[src/rtl/dict_hdr.sv]
// dict_hdr: scans a name from the TIB and appends a link/length/name header at here
module dict_hdr #(
  parameter int ASZ = 16,
  parameter int DSZ = 8,
  parameter logic [ASZ-1:0] DICT = 16'h10,
  parameter int NMAX = 31
) (
  input  logic           clk,
  input  logic           rst,
  input  logic           start,
  input  logic [ASZ-1:0] ai,
  output logic           bsy,
  output logic           done,
  output logic           err,
  output logic [ASZ-1:0] lfa,
  output logic [ASZ-1:0] here,
  output logic           mem_re,
  output logic           mem_we,
  output logic [ASZ-1:0] mem_a,
  output logic [DSZ-1:0] mem_d,
  input  logic [DSZ-1:0] mem_q
);
  localparam int NW = $clog2(NMAX + 1);
  localparam logic [NW-1:0] NMX = NW'(NMAX);
  typedef enum logic [2:0] {IDLE, RD, CHK, LEN, LFL, LFH, DONE, ERR} st_t;
  st_t st_q, st_d;
  logic [ASZ-1:0] src_q, src_d, lfa_q, lfa_d, here_q, here_d;
  logic [NW-1:0] n_q, n_d;
  logic delim, go, wr_ch;
  assign delim = (mem_q == '0) || (mem_q == DSZ'('h20));
  assign go = (st_q == IDLE) && start;
  assign wr_ch = (st_q == CHK) && !delim && (n_q != NMX);
  assign lfa = lfa_q;
  assign here = here_q;
  // state register; reset also cancels any build in flight
  always_ff @(posedge clk)
    if (rst) st_q <= IDLE;
    else st_q <= st_d;
  // datapath registers: TIB pointer, name length and dictionary pointers
  always_ff @(posedge clk)
    if (rst) begin
      src_q <= '0;
      n_q <= '0;
      lfa_q <= '1;
      here_q <= DICT;
    end else begin
      src_q <= src_d;
      n_q <= n_d;
      lfa_q <= lfa_d;
      here_q <= here_d;
    end
  // next state; a delimiter ends the name, an empty or overlong name aborts
  always_comb begin
    st_d = st_q;
    case (st_q)
      IDLE: st_d = start ? RD : IDLE;
      RD:   st_d = CHK;
      CHK:  st_d = delim ? (n_q == '0 ? ERR : LEN) : (n_q == NMX ? ERR : RD);
      LEN:  st_d = LFL;
      LFL:  st_d = LFH;
      LFH:  st_d = DONE;
      default: st_d = IDLE;
    endcase
  end
  // datapath next values; pointers commit only once the link high byte is written
  always_comb begin
    src_d = go ? ai : wr_ch ? src_q + 1'b1 : src_q;
    n_d = go ? '0 : wr_ch ? n_q + 1'b1 : n_q;
    lfa_d = (st_q == LFH) ? here_q : lfa_q;
    here_d = (st_q == LFH) ? here_q + ASZ'(3) + ASZ'(n_q) : here_q;
  end
  // outputs decoded from the state register; name bytes pass straight from mem_q
  always_comb begin
    bsy = st_q inside {RD, CHK, LEN, LFL, LFH};
    done = st_q == DONE;
    err = st_q == ERR;
    mem_re = st_q == RD;
    mem_we = wr_ch || (st_q inside {LEN, LFL, LFH});
    mem_a = (st_q == RD)  ? src_q :
            (st_q == CHK) ? here_q + ASZ'(3) + ASZ'(n_q) :
            (st_q == LEN) ? here_q + ASZ'(2) :
            (st_q == LFL) ? here_q :
            (st_q == LFH) ? here_q + ASZ'(1) : '0;
    mem_d = (st_q == CHK) ? mem_q :
            (st_q == LEN) ? DSZ'(n_q) :
            (st_q == LFL) ? DSZ'(lfa_q[7:0]) :
            (st_q == LFH) ? DSZ'(lfa_q[15:8]) : '0;
  end
endmodule

[config.mk]
export PLATFORM = sky130hd
export DESIGN_NAME = dict_hdr
export DESIGN_NICKNAME = d
export VERILOG_FILES = /design/src/rtl/dict_hdr.sv
export SDC_FILE = /design/constraint.sdc
export NUM_CORES = 1
export LEC_CHECK = 0
export ABC_AREA = 1
export CAP_MARGIN = 40
export CORE_UTILIZATION = 40
export CTS_CLUSTER_SIZE = 16
export DETAILED_ROUTE_END_ITERATION = 16
export PLACE_DENSITY = 0.67
export SETUP_SLACK_MARGIN = 0.05
export SKIP_CTS_REPAIR_TIMING = 1
export SYNTH_ARGS = -nofsm -noshare
export SYNTH_HDL_FRONTEND = slang
export SYNTH_SLANG_ARGS = --single-unit
[constraint.sdc]
create_clock -name clk -period 2.2 [get_ports clk]
set_input_delay 0.22 -clock clk [delete_from_list [all_inputs] [get_ports clk]]
set_output_delay 0.22 -clock clk [all_outputs]
set_load 0.01 [all_outputs]
* Yosys cells after proc, flatten, opt, wreduce, memory -nomap -nowiden
Cells that the tools add are included.
** Storage, ports and cells
- Bits in registers :: 56
** Cells by class
- Add/subtract/negate cells :: 6
- Equal/unequal tests :: 10
- Mux-type cells :: 16
- Reductions and logical operators :: 13
** Operators by type and width (number)
- 16-bit 2-to-1 mux :: 7
- 16-bit by 1-bit adder with 16-bit output (second input constant) :: 2
- 16-bit by 2-bit adder with 16-bit output (second input constant) :: 2
- 8-bit 2-to-1 mux :: 4
- 3-bit one-hot mux with 6 select lines :: 1
- 16-bit by 5-bit adder with 16-bit output :: 1
- 3-bit equality test (second input constant) :: 4
- 3-bit 2-to-1 mux :: 3
- 8-bit by 6-bit equality test with 1-bit output (second input constant) :: 1
- 8-bit zero test :: 1
- 3-bit by 2-bit equality test with 1-bit output (second input constant) :: 2
- 5-bit by 1-bit adder with 5-bit output (second input constant) :: 1
- 5-bit equality test (second input constant) :: 1
- 5-bit zero test :: 1
- 5-bit inequality test (second input constant) :: 1
- 5-bit nonzero test :: 1
- 3-bit by 1-bit equality test with 1-bit output (second input constant) :: 1
- 1-bit logical AND :: 3
- 3-bit zero test :: 1
- 3-bit nonzero test :: 1
- 1-bit logical OR :: 2
- 2-bit nonzero test :: 1
- 2-bit OR reduction :: 1
- 1-bit zero test :: 1
- 1-bit 2-to-1 mux :: 1

* Longest topological paths before layout
- Depth in word-level cells :: 7
- Depth in mapped cells :: 17
- Gate-level depth less buffers :: 16

* Least setup slack after synthesis
No wires, ideal clock.
- Path kind :: flip-flop to output port
- Start :: reg here_q[0], in the netlist here[0]
- End :: out mem_a[7]
- Arrival time :: 2.283 ns
- Required time :: 1.980 ns
- Path slack :: -0.303 ns
- Stages on the path, launching flop included :: 16
- Path buffers :: 1
- Cells stage by stage :: dfxtp_1 clkbuf_1 inv_1 ha_1 inv_1 ha_1 inv_1 fa_1 inv_1 nand3_1 nand2_1 nand2_1 nand2_1 xor2_1 nand2_1 nand3_1
** Between the ends
- Cells in the longest elaborated chain, start to end :: 6
- Elaborated cells between the ends (all ways) :: 9
- Classes of those cells :: 4 x add/sub; 5 x mux
** RTL lines
- start: declaration :: line 27 : logic [ASZ-1:0] src_q, src_d, lfa_q, lfa_d, here_q, here_d;
- start signal: assignment :: line 50 : here_q <= here_d;
- branches (longest 4 deep; another with 16-bit by 2-bit adder with 16-bit output)
- 16-bit 2-to-1 mux * :: line 80 : (st_q == CHK) ? here_q + ASZ'(3) + ASZ'(n_q) :
- 16-bit 2-to-1 mux * :: line 79 : mem_a = (st_q == RD) ? src_q :
- end: declaration :: line 19 : output logic [ASZ-1:0] mem_a,
Every way passes the cells marked *.

* Worst setup path after layout
- Start :: reg n_q[1]
- End :: out mem_a[15]
** Between the ends
- Cells in the longest elaborated chain, start to end :: 3
** RTL lines
- start: declaration :: line 28 : logic [NW-1:0] n_q, n_d;
- start signal: assignment :: line 48 : n_q <= n_d;
- 16-bit by 5-bit adder with 16-bit output :: line 80
- 16-bit 2-to-1 mux :: line 80
- 16-bit 2-to-1 mux :: line 79
No other way between the ends.

==> results.ini <==
[run_status]
outcome=complete, but fails checks
violations=setup timing

[route]
dr.pass1.iters=5
wl_per_cell_um=15.9
detail-route-antenna-nets=0
drc=0
vias=5697
drtIter0Drc=372
vias_per_cell=5.47
routed_wl_mm=16.6

[final_layout]
layout_common_cells=nand2_1, buf_4, nor2_1
num_antenna_cells=0
nFillCells=960
layout.nets=949
layout-drive-gt1-share_pct=24.7
layout_commonest_cell=nand2_1
area.growth.synth_to_final_pct=49.4
final_util_pct=62.7

[die]
die_height_um=107
die_w_um=107
ios=88
die_area_mm2=0.0114
initial_core_util_pct=41.9
coreArea_mm2=0.0105
rows=37

[min_path]
holdPathStages=2
hp-class=reg2reg

[worst_setup_path]
rr_worst_depth=15
timing.critical_path.mode_cell=nand2_2
crit_type=reg2out
slowest_stage=fa_2
required_ps=1980
path_depth=17
cpPeakStageDelay_ps=360
start_kind=flip-flop
cp.arrival_ps=2410
critPathBufInv=5
path_max_fanout=7
cp_cell_sequence=inv_2, ha_4, inv_4, ha_4, inv_2, fa_2, inv_2, nand3_2, nand2_2, nand2_2, nand2_4, nand2_2, nand2_2, nand3_2, nand2_2, nand2_2, buf_6
crit_family=adder cells
cp-end-kind=primary output

[grt]
antenna_found_initial=0
grt_pass1_vias=5234
grt_usage_pct=27.6
grt_first_pass_wirelength_mm=24.8
grt_overflow=0
grt_max_degree=59

[clock_network]
clkLatencyLatePin_ps=320
cts_sinks=56
clockRootBuffer=clkbuf_8
htree_levels=2
cts_made_buffers=5
cts_tree=yes
clk_pin_slew_worst_paths_ps=110
cts_buffer_depth=2

[sta]
finalSetupViolCount=13
hold_viol_final=0
fmax_ghz=0.380
worst_pin_slew_ps=421
fin_crit_sh_pct=120
worst_slack_ps=-433
period_needed_ps=2630
maxSlewHeadroom_pct=71.9
rsz0062_at_grt=true
holdWs_ps=507
fin_skew_ps=8.23
slew_viol_final=0
final.setup.tns_ps=-3040

[yosys]
ys_seq_elements=56
ys_types=37
synthFlopType=dfxtp_1
yosysWarnings=0
avgSynthCellArea_um2=5.91
synth_edf_count=0
synthesis.instances=746
synth_nets=790
postSynth.asyncResetShare_pct=0
seq_area_frac_synth_pct=25.4
synthesis.area_mm2=0.00441

[power_and_ir_drop]
p_per_area_mw_per_mm2=353
p_total_mw=2.32
leakage_nw=3.14
peakVddDrop_mv=0.283

[job]
drv_cap=0

[placement]
port-buffer-count=87
hpwl_mm=12.2
gp_congestion=0.941

## stage by stage
step,worst slack (ps),instance area (um^2),std cells
floorplan,-0.144,4490,746
global placement,-484,5970,1018
detailed placement,-547,5970,1018
CTS,-907,6060,1026
global route,-543,6590,1042
finish,-433,6590,1042
## power breakdown
group	leakage [nW]	switching, mW	total [mW]	internal [mW]
combinational	2.63	0.307	0.564	0.257
sequential	0.460	0.0620	1.12	1.06
clock	0.0484	0.382	0.643	0.260
## state kept, by name, summed over array words and instances, names as in the netlist
name / cells
here: 16
lfa: 16
src_q: 16
n_q: 5
st_q: 3
## kinds of logic after synthesis
group | count (synthesis) | share of synthesized area, %
buf+inv | 120 | 11.4
flops | 56 | 25.4
fa+ha+maj | 17 | 5.00
compound gates | 134 | 17.3
xor+xnor | 6 | 1.19
simple gates | 413 | 39.6
## cells in the mapped netlist (2+ instances only)
cell / instances / area share [%]
nor2_1: 84 / 7.2
buf_2: 15 / 1.7
dfxtp_1: 56 / 25
nand2_2: 3 / 0.43
inv_2: 4 / 0.34
ha_1: 16 / 4.5
nand3b_1: 3 / 0.51
o21ai_1: 2 / 0.23
buf_1: 2 / 0.17
nor3_1: 5 / 0.57
or2_2: 6 / 0.85
buf_4: 5 / 0.85
xor2_1: 5 / 0.99
inv_1: 86 / 7.3
nor2_2: 5 / 0.71
a211o_1: 4 / 0.79
clkbuf_1: 6 / 0.51
o211ai_1: 14 / 2.4
o21ai_0: 50 / 5.7
nand3_1: 84 / 9.5
buf_6: 2 / 0.51
nand4_1: 9 / 1.3
a32oi_1: 2 / 0.40
nand2_1: 211 / 18
a221oi_1: 5 / 0.99
a21oi_1: 49 / 5.6
a31oi_1: 2 / 0.28
o21a_1: 2 / 0.34
## path summary, 6_finish.rpt
| check | from | end | slack, ps |
|---|---|---|---|
| setup reg to reg | n_q[1]$_SDFFE_PP0P_ | here[5]$_SDFFE_PP0P_ | 130 |
| setup / recovery | n_q[1]$_SDFFE_PP0P_ | mem_a[15] | -430 |
| hold reg to reg | lfa[15]$_SDFFE_PP1P_ | lfa[15]$_SDFFE_PP1P_ | 510 |
| hold / removal | lfa[15]$_SDFFE_PP1P_ | lfa[15]$_SDFFE_PP1P_ | 510 |
## worst reg2reg max path, delay by kind of cell, from the launching register on
family	cells	cell delay, ps
adders and majority gates	3	730
AOI/OAI and AO/OA	1	110
buffers and inverters	8	590
xor gates and xnor gates	1	70
DFF	1	350
and+or+nand+nor	2	140
## routing by layer
| metal | track usage (%) | vias up | routed length [um] |
|---|---|---|---|
| met2 | 47.2 | 285 | 8040 |
| li1 | - | 2757 | - |
| met3 | 2.86 | 41 | 1360 |
| met4 | 10.9 | 0 | 510 |
| met1 | 35.4 | 2614 | 6660 |
| met5 | 0 | - | 0 |
## cell type report
type	count	area [um^2]	area share, %
Clock inverter	1	8.76	0.133
Tap cell	136	170	2.58
Clock buffer	7	86.3	1.31
Sequential cell	56	1140	17.3
Timing Repair Buffer	182	1620	24.7
Inverter	90	354	5.38
Multi-Input combinational cell	570	3200	48.7
No activity file was read; power rests on OpenSTA's default activity.
